<file path="src/rtl/mem_req_if.sv">
// Data-side SRAM-like port between the memory-stage request engine and the data memory.
//   master: drives req/wr/size/addr/wstrb/wdata, receives addr_ok/data_ok/rdata
//   slave : the memory side
interface mem_req_if;
  logic        req;
  logic        wr;
  logic [1:0]  size;
  logic [31:0] addr;
  logic [3:0]  wstrb;
  logic [31:0] wdata;
  logic        addr_ok;
  logic        data_ok;
  logic [31:0] rdata;

  modport master (output req, wr, size, addr, wstrb, wdata,
                  input  addr_ok, data_ok, rdata);
  modport slave  (input  req, wr, size, addr, wstrb, wdata,
                  output addr_ok, data_ok, rdata);
endinterface

</file>
<file path="src/rtl/mem_req.sv">
// Memory-stage data request engine. Takes one load/store micro-op from EX,
// issues a single SRAM-like transaction (byte strobes, replicated store data,
// access size), flags misaligned accesses, and hands raw read data plus the
// op's address to writeback. One transaction outstanding at a time.
// Ports:
//   clk, rst          clock, synchronous active-high reset
//   in_*              upstream op (valid/ready), flush from writeback
//   data_sram         SRAM-like data port (master side)
//   out_*             result to writeback (valid/ready), ALE exception flag/code
module mem_req #(
  parameter logic [5:0] ECODE_ALE = 6'h09
) (
  input  logic        clk,
  input  logic        rst,
  input  logic        in_valid,
  output logic        in_ready,
  input  logic [7:0]  in_mem_op,
  input  logic [31:0] in_addr,
  input  logic [31:0] in_wdata,
  input  logic        flush,
  mem_req_if.master   data_sram,
  output logic        out_valid,
  input  logic        out_ready,
  output logic [31:0] out_rdata,
  output logic [31:0] out_addr,
  output logic [7:0]  out_mem_op,
  output logic        out_ale,
  output logic [5:0]  out_ecode
);
  typedef enum logic [2:0] {S_IDLE, S_REQ, S_WAIT, S_DONE, S_CANCEL} state_t;

  state_t      state, state_nx;
  logic [7:0]  op_q;
  logic [31:0] addr_q, wdata_q, rdata_q;
  logic [1:0]  size_q;
  logic [3:0]  wstrb_q;
  logic        wr_q, ale_q;

  // decode of the incoming op
  logic        is_b, is_h, is_w, in_store, in_mis, in_none, accept;
  logic [1:0]  size_nx;
  logic [3:0]  wstrb_nx;
  logic [31:0] wdata_nx;
  state_t      accept_st;

  assign is_b     = in_mem_op[0] | in_mem_op[3] | in_mem_op[5];
  assign is_h     = in_mem_op[1] | in_mem_op[4] | in_mem_op[6];
  assign is_w     = in_mem_op[2] | in_mem_op[7];
  assign in_store = |in_mem_op[7:5];
  assign in_none  = (in_mem_op == 8'h00);
  assign in_mis   = (is_h & in_addr[0]) | (is_w & (|in_addr[1:0]));
  assign accept   = in_valid & in_ready;
  // non-memory and misaligned ops never touch the bus
  assign accept_st = (in_none | in_mis) ? S_DONE : S_REQ;

  assign size_nx  = is_w ? 2'd2 : (is_h ? 2'd1 : 2'd0);
  assign wdata_nx = is_w ? in_wdata :
                    is_h ? {2{in_wdata[15:0]}} :
                    is_b ? {4{in_wdata[7:0]}} : in_wdata;

  always_comb begin
    wstrb_nx = 4'b0000;
    if (in_store) begin
      if (is_w)      wstrb_nx = 4'b1111;
      else if (is_h) wstrb_nx = in_addr[1] ? 4'b1100 : 4'b0011;
      else           wstrb_nx = 4'b0001 << in_addr[1:0];
    end
  end

  // state register
  always_ff @(posedge clk) begin
    if (rst) state <= S_IDLE;
    else     state <= state_nx;
  end

  // next state
  always_comb begin
    state_nx = state;
    case (state)
      S_IDLE:   if (accept) state_nx = accept_st;
      S_REQ:
        if (flush)                  state_nx = data_sram.addr_ok ? S_CANCEL : S_IDLE;
        else if (data_sram.addr_ok) state_nx = S_WAIT;
      S_WAIT:
        // a response landing with the flush is simply dropped
        if (flush)                  state_nx = data_sram.data_ok ? S_IDLE : S_CANCEL;
        else if (data_sram.data_ok) state_nx = S_DONE;
      S_DONE:
        if (flush)          state_nx = S_IDLE;
        else if (out_ready) state_nx = accept ? accept_st : S_IDLE;
      S_CANCEL: if (data_sram.data_ok) state_nx = S_IDLE;
      default:  state_nx = S_IDLE;
    endcase
  end

  // outputs
  always_comb begin
    in_ready      = 1'b0;
    data_sram.req = 1'b0;
    out_valid     = 1'b0;
    case (state)
      S_IDLE: in_ready = !flush;
      S_REQ:  data_sram.req = 1'b1;
      S_DONE: begin
        out_valid = 1'b1;
        in_ready  = !flush && out_ready;
      end
      default: ;
    endcase
  end

  // op / request registers; held stable for the whole transaction
  always_ff @(posedge clk) begin
    if (rst) begin
      op_q    <= '0;
      addr_q  <= '0;
      wdata_q <= '0;
      rdata_q <= '0;
      size_q  <= '0;
      wstrb_q <= '0;
      wr_q    <= 1'b0;
      ale_q   <= 1'b0;
    end else if (accept) begin
      op_q    <= in_mem_op;
      addr_q  <= in_addr;
      wdata_q <= wdata_nx;
      rdata_q <= '0;
      size_q  <= size_nx;
      wstrb_q <= wstrb_nx;
      wr_q    <= in_store;
      ale_q   <= in_mis;
    end else if (state == S_WAIT && data_sram.data_ok && !flush && !wr_q) begin
      rdata_q <= data_sram.rdata;
    end
  end

  assign data_sram.wr    = wr_q;
  assign data_sram.size  = size_q;
  assign data_sram.addr  = addr_q;
  assign data_sram.wstrb = wstrb_q;
  assign data_sram.wdata = wdata_q;

  assign out_rdata  = rdata_q;
  assign out_addr   = addr_q;
  assign out_mem_op = op_q;
  assign out_ale    = ale_q;
  assign out_ecode  = ale_q ? ECODE_ALE : 6'h00;
endmodule
</file>
<file path="src/flat_wrapper.sv">
// flat-port wrapper written by rule: the top's interface ports become plain ports
module mem_req_flat 
#(
  parameter logic [5:0] ECODE_ALE = 6'h09
)
  (clk, rst, in_valid, in_ready, in_mem_op, in_addr, in_wdata, flush, out_valid, out_ready, out_rdata, out_addr, out_mem_op, out_ale, out_ecode, data_sram_req, data_sram_wr, data_sram_size, data_sram_addr, data_sram_wstrb, data_sram_wdata, data_sram_addr_ok, data_sram_data_ok, data_sram_rdata);
  mem_req_if data_sram_i ();
  input  logic clk;
  input  logic rst;
  input  logic in_valid;
  output logic in_ready;
  input  logic [7:0] in_mem_op;
  input  logic [31:0] in_addr;
  input  logic [31:0] in_wdata;
  input  logic flush;
  output logic out_valid;
  input  logic out_ready;
  output logic [31:0] out_rdata;
  output logic [31:0] out_addr;
  output logic [7:0] out_mem_op;
  output logic out_ale;
  output logic [5:0] out_ecode;
  output wire logic [$bits(data_sram_i.req)-1:0] data_sram_req;
  output wire logic [$bits(data_sram_i.wr)-1:0] data_sram_wr;
  output wire logic [$bits(data_sram_i.size)-1:0] data_sram_size;
  output wire logic [$bits(data_sram_i.addr)-1:0] data_sram_addr;
  output wire logic [$bits(data_sram_i.wstrb)-1:0] data_sram_wstrb;
  output wire logic [$bits(data_sram_i.wdata)-1:0] data_sram_wdata;
  input wire logic [$bits(data_sram_i.addr_ok)-1:0] data_sram_addr_ok;
  input wire logic [$bits(data_sram_i.data_ok)-1:0] data_sram_data_ok;
  input wire logic [$bits(data_sram_i.rdata)-1:0] data_sram_rdata;
  assign data_sram_req = data_sram_i.req;
  assign data_sram_wr = data_sram_i.wr;
  assign data_sram_size = data_sram_i.size;
  assign data_sram_addr = data_sram_i.addr;
  assign data_sram_wstrb = data_sram_i.wstrb;
  assign data_sram_wdata = data_sram_i.wdata;
  assign data_sram_i.addr_ok = data_sram_addr_ok;
  assign data_sram_i.data_ok = data_sram_data_ok;
  assign data_sram_i.rdata = data_sram_rdata;
  mem_req #(.ECODE_ALE(ECODE_ALE)) u_core (.clk(clk), .rst(rst), .in_valid(in_valid), .in_ready(in_ready), .in_mem_op(in_mem_op), .in_addr(in_addr), .in_wdata(in_wdata), .flush(flush), .data_sram(data_sram_i), .out_valid(out_valid), .out_ready(out_ready), .out_rdata(out_rdata), .out_addr(out_addr), .out_mem_op(out_mem_op), .out_ale(out_ale), .out_ecode(out_ecode));
endmodule
</file>
<file path="config.mk">
export PLATFORM = sky130hd
export DESIGN_NAME = mem_req_flat
export DESIGN_NICKNAME = d
export VERILOG_FILES = /design/src/rtl/mem_req_if.sv /design/src/rtl/mem_req.sv /design/src/flat_wrapper.sv
export SDC_FILE = /design/constraint.sdc
export NUM_CORES = 1
export LEC_CHECK = 0
export BUFFER_PORTS_ARGS = -buffer_cell sky130_fd_sc_hd__clkbuf_2
export CORE_ASPECT_RATIO = 1.1
export CORE_MARGIN = 3
export CORE_UTILIZATION = 44
export DETAILED_ROUTE_END_ITERATION = 10
export PLACE_DENSITY_LB_ADDON = 0.25
export SLEW_MARGIN = 30
export SYNTH_ARGS = -nofsm -noshare
export SYNTH_HDL_FRONTEND = slang
export SYNTH_SLANG_ARGS = --single-unit
</file>
<file path="constraint.sdc">
create_clock -name clk -period 1.9 [get_ports clk]
set_input_delay 0.38 -clock clk [delete_from_list [all_inputs] [get_ports clk]]
set_output_delay 0.38 -clock clk [all_outputs]
set_load 0.005 [all_outputs]
</file>
# [Word-level counts from Yosys, hierarchy flattened]
# Cells that the tools add are included.
[word_totals] ff_bits=115 latchBits=0 ram_bits=0 rom_bits=0 in_bits=111 output_inout_bits=153 word_cells=67 n_memories=0
[op_classes] n_addsub=0 mul=0 div_mod_pow=0 order_cmp=0 n_eq_ne=9 shift=1 n_mux=26 n_bitwise=10 n_reduce_logical=12
[ops] operator="32-bit two-way mux" count=3
[ops] operator="3-bit two-way mux" count=11
[ops] operator="4-bit two-way mux" count=5
[ops] operator="3-bit case mux with 5 select lines" count=1
[ops] operator="3-bit inequality test (second input constant)" count=3
[ops] operator="8-bit zero test" count=1
[ops] operator="1-bit OR" count=7
[ops] operator="3-bit by 2-bit equality test with 1-bit output (second input constant)" count=2
[ops] operator="5-bit AND reduction" count=1
[ops] operator="1-bit logical AND" count=4
[ops] operator="2-bit two-way mux" count=2
[ops] operator="2-bit OR reduction" count=2
[ops] operator="1-bit by 2-bit left shift with 4-bit output (first input constant)" count=1
[ops] operator="1-bit bitwise AND" count=3
[ops] operator="3-bit by 1-bit equality test with 1-bit output (second input constant)" count=1
[ops] operator="3-bit equality test (second input constant)" count=1
[ops] operator="3-bit zero test" count=1
[ops] operator="1-bit two-way mux" count=3
[ops] operator="3-bit OR reduction" count=1
[ops] operator="1-bit zero test" count=2
[ops] operator="2-bit by 1-bit inequality test with 1-bit output (second input constant)" count=1
[ops] operator="2-bit inequality test (second input constant)" count=1
[ops] operator="1-bit case mux with 2 select lines" count=1

# [Logic depth before layout (Yosys ltp)]
[logic_depth] word_depth=10 ltp_mapped=8 depth_no_buf=4

# [Worst setup path after synthesis]
# OpenSTA, ideal clock, no wires.
[synth_timing] kind="input port to flip-flop" startpoint="input in_mem_op[1]" endpoint="register u_core.wdata_q[28], in the netlist u_core.data_sram.wdata[28]" setup_time_ns=0.079 arrival_ns=1.493 required_ns=1.821 slack_ns=0.328 cell_stages=6 path_buffers=2 path_cell_list="or3_1 > buf_6 > o21ai_4 > buf_6 > a22oi_1 > a211oi_2"
[synth_via] elab_chain_cells=4
[synth_lines] element="start: declaration" line_no="flat_wrapper.sv:12" text="input logic [7:0] in_mem_op;"
[synth_lines] element="1-bit OR (2 in a row)" line_no="mem_req.sv:47" text="assign is_h = in_mem_op[1] | in_mem_op[4] | in_mem_op[6];"
[synth_lines] element="32-bit two-way mux" line_no="mem_req.sv:58" text="is_h ? {2{in_wdata[15:0]}} :"
[synth_lines] element="32-bit two-way mux" line_no="mem_req.sv:57" text="assign wdata_nx = is_w ? in_wdata :"
[synth_lines] element="end signal: assignment" line_no="mem_req.sv:126" text="wdata_q <= wdata_nx;"
[synth_lines] element="end: declaration" line_no="mem_req.sv:34" text="logic [31:0] addr_q, wdata_q, rdata_q;"
# Every way passes these cells.
# A chain may end at the register's enable or synchronous reset.

# [Worst setup path in the final report]
[layout_timing] startpoint="register u_core.state[1]" endpoint="output in_ready"
[layout_via] elab_chain_cells=2 word_cells_on_any_way=3 cone_classes="eq/ne: 1; mux: 1; reduce/logical: 1"
[layout_lines] element="start: declaration" line_no="mem_req.sv:32" text="state_t state, state_nx;"
[layout_lines] element="start signal: assignment" line_no="mem_req.sv:73" text="else state <= state_nx;"
[layout_lines] element="3-bit by 2-bit equality test with 1-bit output or 3-bit zero test (tied branches)" line_no="mem_req.sv:101" text="case (state)"
[layout_lines] element="1-bit case mux with 2 select lines *" line_no="mem_req.sv:101"
[layout_lines] element="end: declaration" line_no="flat_wrapper.sv:11" text="output logic in_ready;"
# Mark *: on every way between the ends. The rest lies on a longest branch, timed or not.

==> impl_metrics.toml <==
[global_route]
grt_pass1_vias = 4562
grt_max_degree = 38
antenna_found_initial = 0
gr-total-overflow = 0
track_usage_pct = 22.9
grt_pass1_wl_um = 22100

[critical_path]
crit_path_start_kind = "flip-flop"
r2r_setup_slack_ps = 240
cpPeakStageDelay_ps = 430
cp_slowest_cell = "dfxtp_2"
crit_start = "u_core.state[1]"
critical_path_class = "reg2out"
cp.arrival_ps = 1380
worstReg2RegStart = "u_core.state[1]"
crit_fanout = 11
path_cells = "and3_1 > o21a_1 > clkbuf_2"
cpLargestDelayFamily = "flip-flops"
crit_path_end_kind = "output port"
crit_required_ps = 1520
cp_num_buf_inv = 1

[timing]
setup_viol = 0
slew_headroom_pct = 59.9
drv_slew = 0
finalClockSkew_ps = 11.7
max_freq_ghz = 0.569
post-route-min-period_ps = 1760
tightest_slew_ps = 601
timing.final.crit_share_pct = 92.5
rsz0062_at_grt = "false"
finalHoldViolations = 0
whs_ps = 190

[routing]
firstDrtPassIters = 5
drtIter0Drc = 242
drtAntennaViolNets = 0
vias_per_cell = 5.06
wl_um = 14200
dr_total_vias = 4936
drc = 0
wire_per_inst_um = 14.5

[clock_tree]
htreeDepth = 4
clock_path_buffers = 2
cts-buffers-inserted = 17
cts.clk_slew.worst_paths_ps = 50
cts_num_sinks = 115
insertion_delay_ps = 410
root_buffer = "clkbuf_16"
postCtsSetupBuffers = 0
tritoncts = "done"

[hold_path]
hp-class = "in2reg"
hold_start = "data_sram_rdata[28]"

[synthesis]
avgSynthCellArea_sq_um = 7.93
ys_ff_latch = 115
synthCells = 596
ys_warn_count = 0
mappedNetlistArea_sq_um = 4720
seq_area_frac_synth_pct = 48.7
yosysUniqueCellTypes = 39

[place]
placed_area_sq_um = 5950
finalWeightedCongestion = 0.795
port_buffers = 259
hpwl_um = 10700

[die]
ios = 264
rows = 39
die_w_um = 105
core_sq_um = 10400
start_util_pct = 45.2
dieArea_sq_um = 12000
die_y_um = 115

[power_and_ir_drop]
cellPowerDensity_nw_per_um2 = 1070
power_mw = 7.10
power_leakage_nw = 3.05
irDropWorstVdd_mv = 0.526

[status]
status = "completed"

[job]
cap_violations = 0

[cells_and_area]
n_antenna_cell = 0
final_area_sq_um = 6630
drive_gt1_share_pct = 38.7
final_nets = 931
area_growth_pct = 40.3
==> per-stage QoR <==
step / utilization [%] / setup TNS, ps / instances / worst slack, ps
floorplan: - / 0 / 599 / 328
global route: 63.5 / 0 / 976 / 87.8
detailed placement: 57.0 / -92.2 / 944 / -34.1
CTS: 63.4 / 0 / 976 / 15.8
global placement: 57.0 / 0 / 944 / 10.3
finish: 63.5 / 0 / 976 / 143
==> kinds of logic (layout without fill, tap and decap cells) <==
kind of cell    count (synthesis)  in the layout  share of synthesized area [%]
compound gates                157            157                           19.7
buf+inv                        80            314                           10.5
flops                         115            115                           48.7
other cells                     1              4                         0.0794
simple gates                  243            243                           20.9
==> what timing repair did <==
action / CTS / global route
hold buffers: 0 / 0
resized for setup: 0 / 2
setup endpoints to repair: 0 / 2
==> worst min-delay path: cells and delay by family <==
family,cells,cell delay [ps]
buffers and inverters,1,80
AO/OA/AOI/OAI,1,50
AND/OR/NAND/NOR,1,40
==> routing by layer <==
metal | vias up | share of wire [%] | routed length [um] | global-route usage, %
li1 | 2409 | - | - | -
met3 | 26 | 8.7 | 1240 | 6.66
met4 | 0 | 2.3 | 323 | 11.1
met1 | 2254 | 40 | 5660 | 27.5
met5 | - | 0 | 0 | 0
met2 | 247 | 49 | 6970 | 37.8
==> Yosys cell counts, drive strengths merged <==
cell type / instances / share of area (%)
a22o: 2 / 0.37
nor2b: 1 / 0.13
inv: 1 / 0.079
o2bb2ai: 2 / 0.37
clkbuf: 16 / 1.3
dfxtp: 115 / 49
a22oi: 8 / 1.3
nand2: 183 / 15
buf: 63 / 9.2
o21ai: 8 / 1.1
o21a: 1 / 0.16
nand4b: 1 / 0.19
o211ai: 1 / 0.26
or2: 1 / 0.13
a21oi: 106 / 11
nand2b: 2 / 0.26
nor3: 7 / 0.98
a21o: 1 / 0.16
and4: 1 / 0.19
a211oi: 24 / 4.0
nand3: 3 / 0.32
nand4: 1 / 0.13
nor3b: 2 / 0.32
or3: 4 / 0.53
and3: 2 / 0.26
nor2: 34 / 2.8
nand3b: 1 / 0.16
o211a: 1 / 0.21
a311oi: 1 / 0.19
a221oi: 1 / 0.19
conb: 1 / 0.079
a222oi: 1 / 0.21
==> sequential cells by signal, indices dropped and copies added (netlist names) <==
register	flops
u_core.out_rdata	32
u_core.out_mem_op	8
u_core.data_sram.wstrb	4
u_core.data_sram.wdata	32
u_core.state	3
u_core.data_sram.addr	32
u_core.out_ale	1
u_core.data_sram.size	2
u_core.data_sram.wr	1
==> report_power, final <==
part / leakage [nW] / internal (mW) / total [mW] / switching, mW
Clock: 0.329 / 2.49 / 3.56 / 1.06
Sequential: 0.937 / 2.56 / 2.66 / 0.103
Combinational: 1.78 / 0.399 / 0.879 / 0.480
==> final cells by class <==
cell class	count	area [sq um]
sequential	115	2300
clock inverter	9	173
clock buffer	23	498
fill	943	3810
timing repair buffer	281	1520
inverter	1	3.75
tap	143	179
multi-input combinational	404	1950
==> worst paths after layout <==
kind / end / cells after the start
min reg2reg: u_core.out_rdata[5] / 2
max reg2reg: u_core.data_sram.wdata[8] / 5
max: in_ready / 3
min: u_core.out_rdata[28] / 3
==> placed cells by master, fill, tap and decap left out, types with 2 or more instances in the layout <==
cell,n
a22oi_1,8
a211oi_2,2
clkbuf_2,258
nand2_1,183
buf_12,5
nor3b_1,2
nor3_1,6
o2bb2ai_1,2
nand3_1,3
conb_1,4
a22o_1,2
o21ai_0,7
or3_1,4
bufinv_16,5
nand2b_1,2
buf_4,17
a211oi_1,22
dfxtp_1,113
a21oi_1,106
clkbuf_16,17
nor2_2,2
nor2_1,32
clkinv_2,3
clkbuf_8,5
and3_1,2
dfxtp_2,2
No activity file was read; power rests on OpenSTA's default activity.
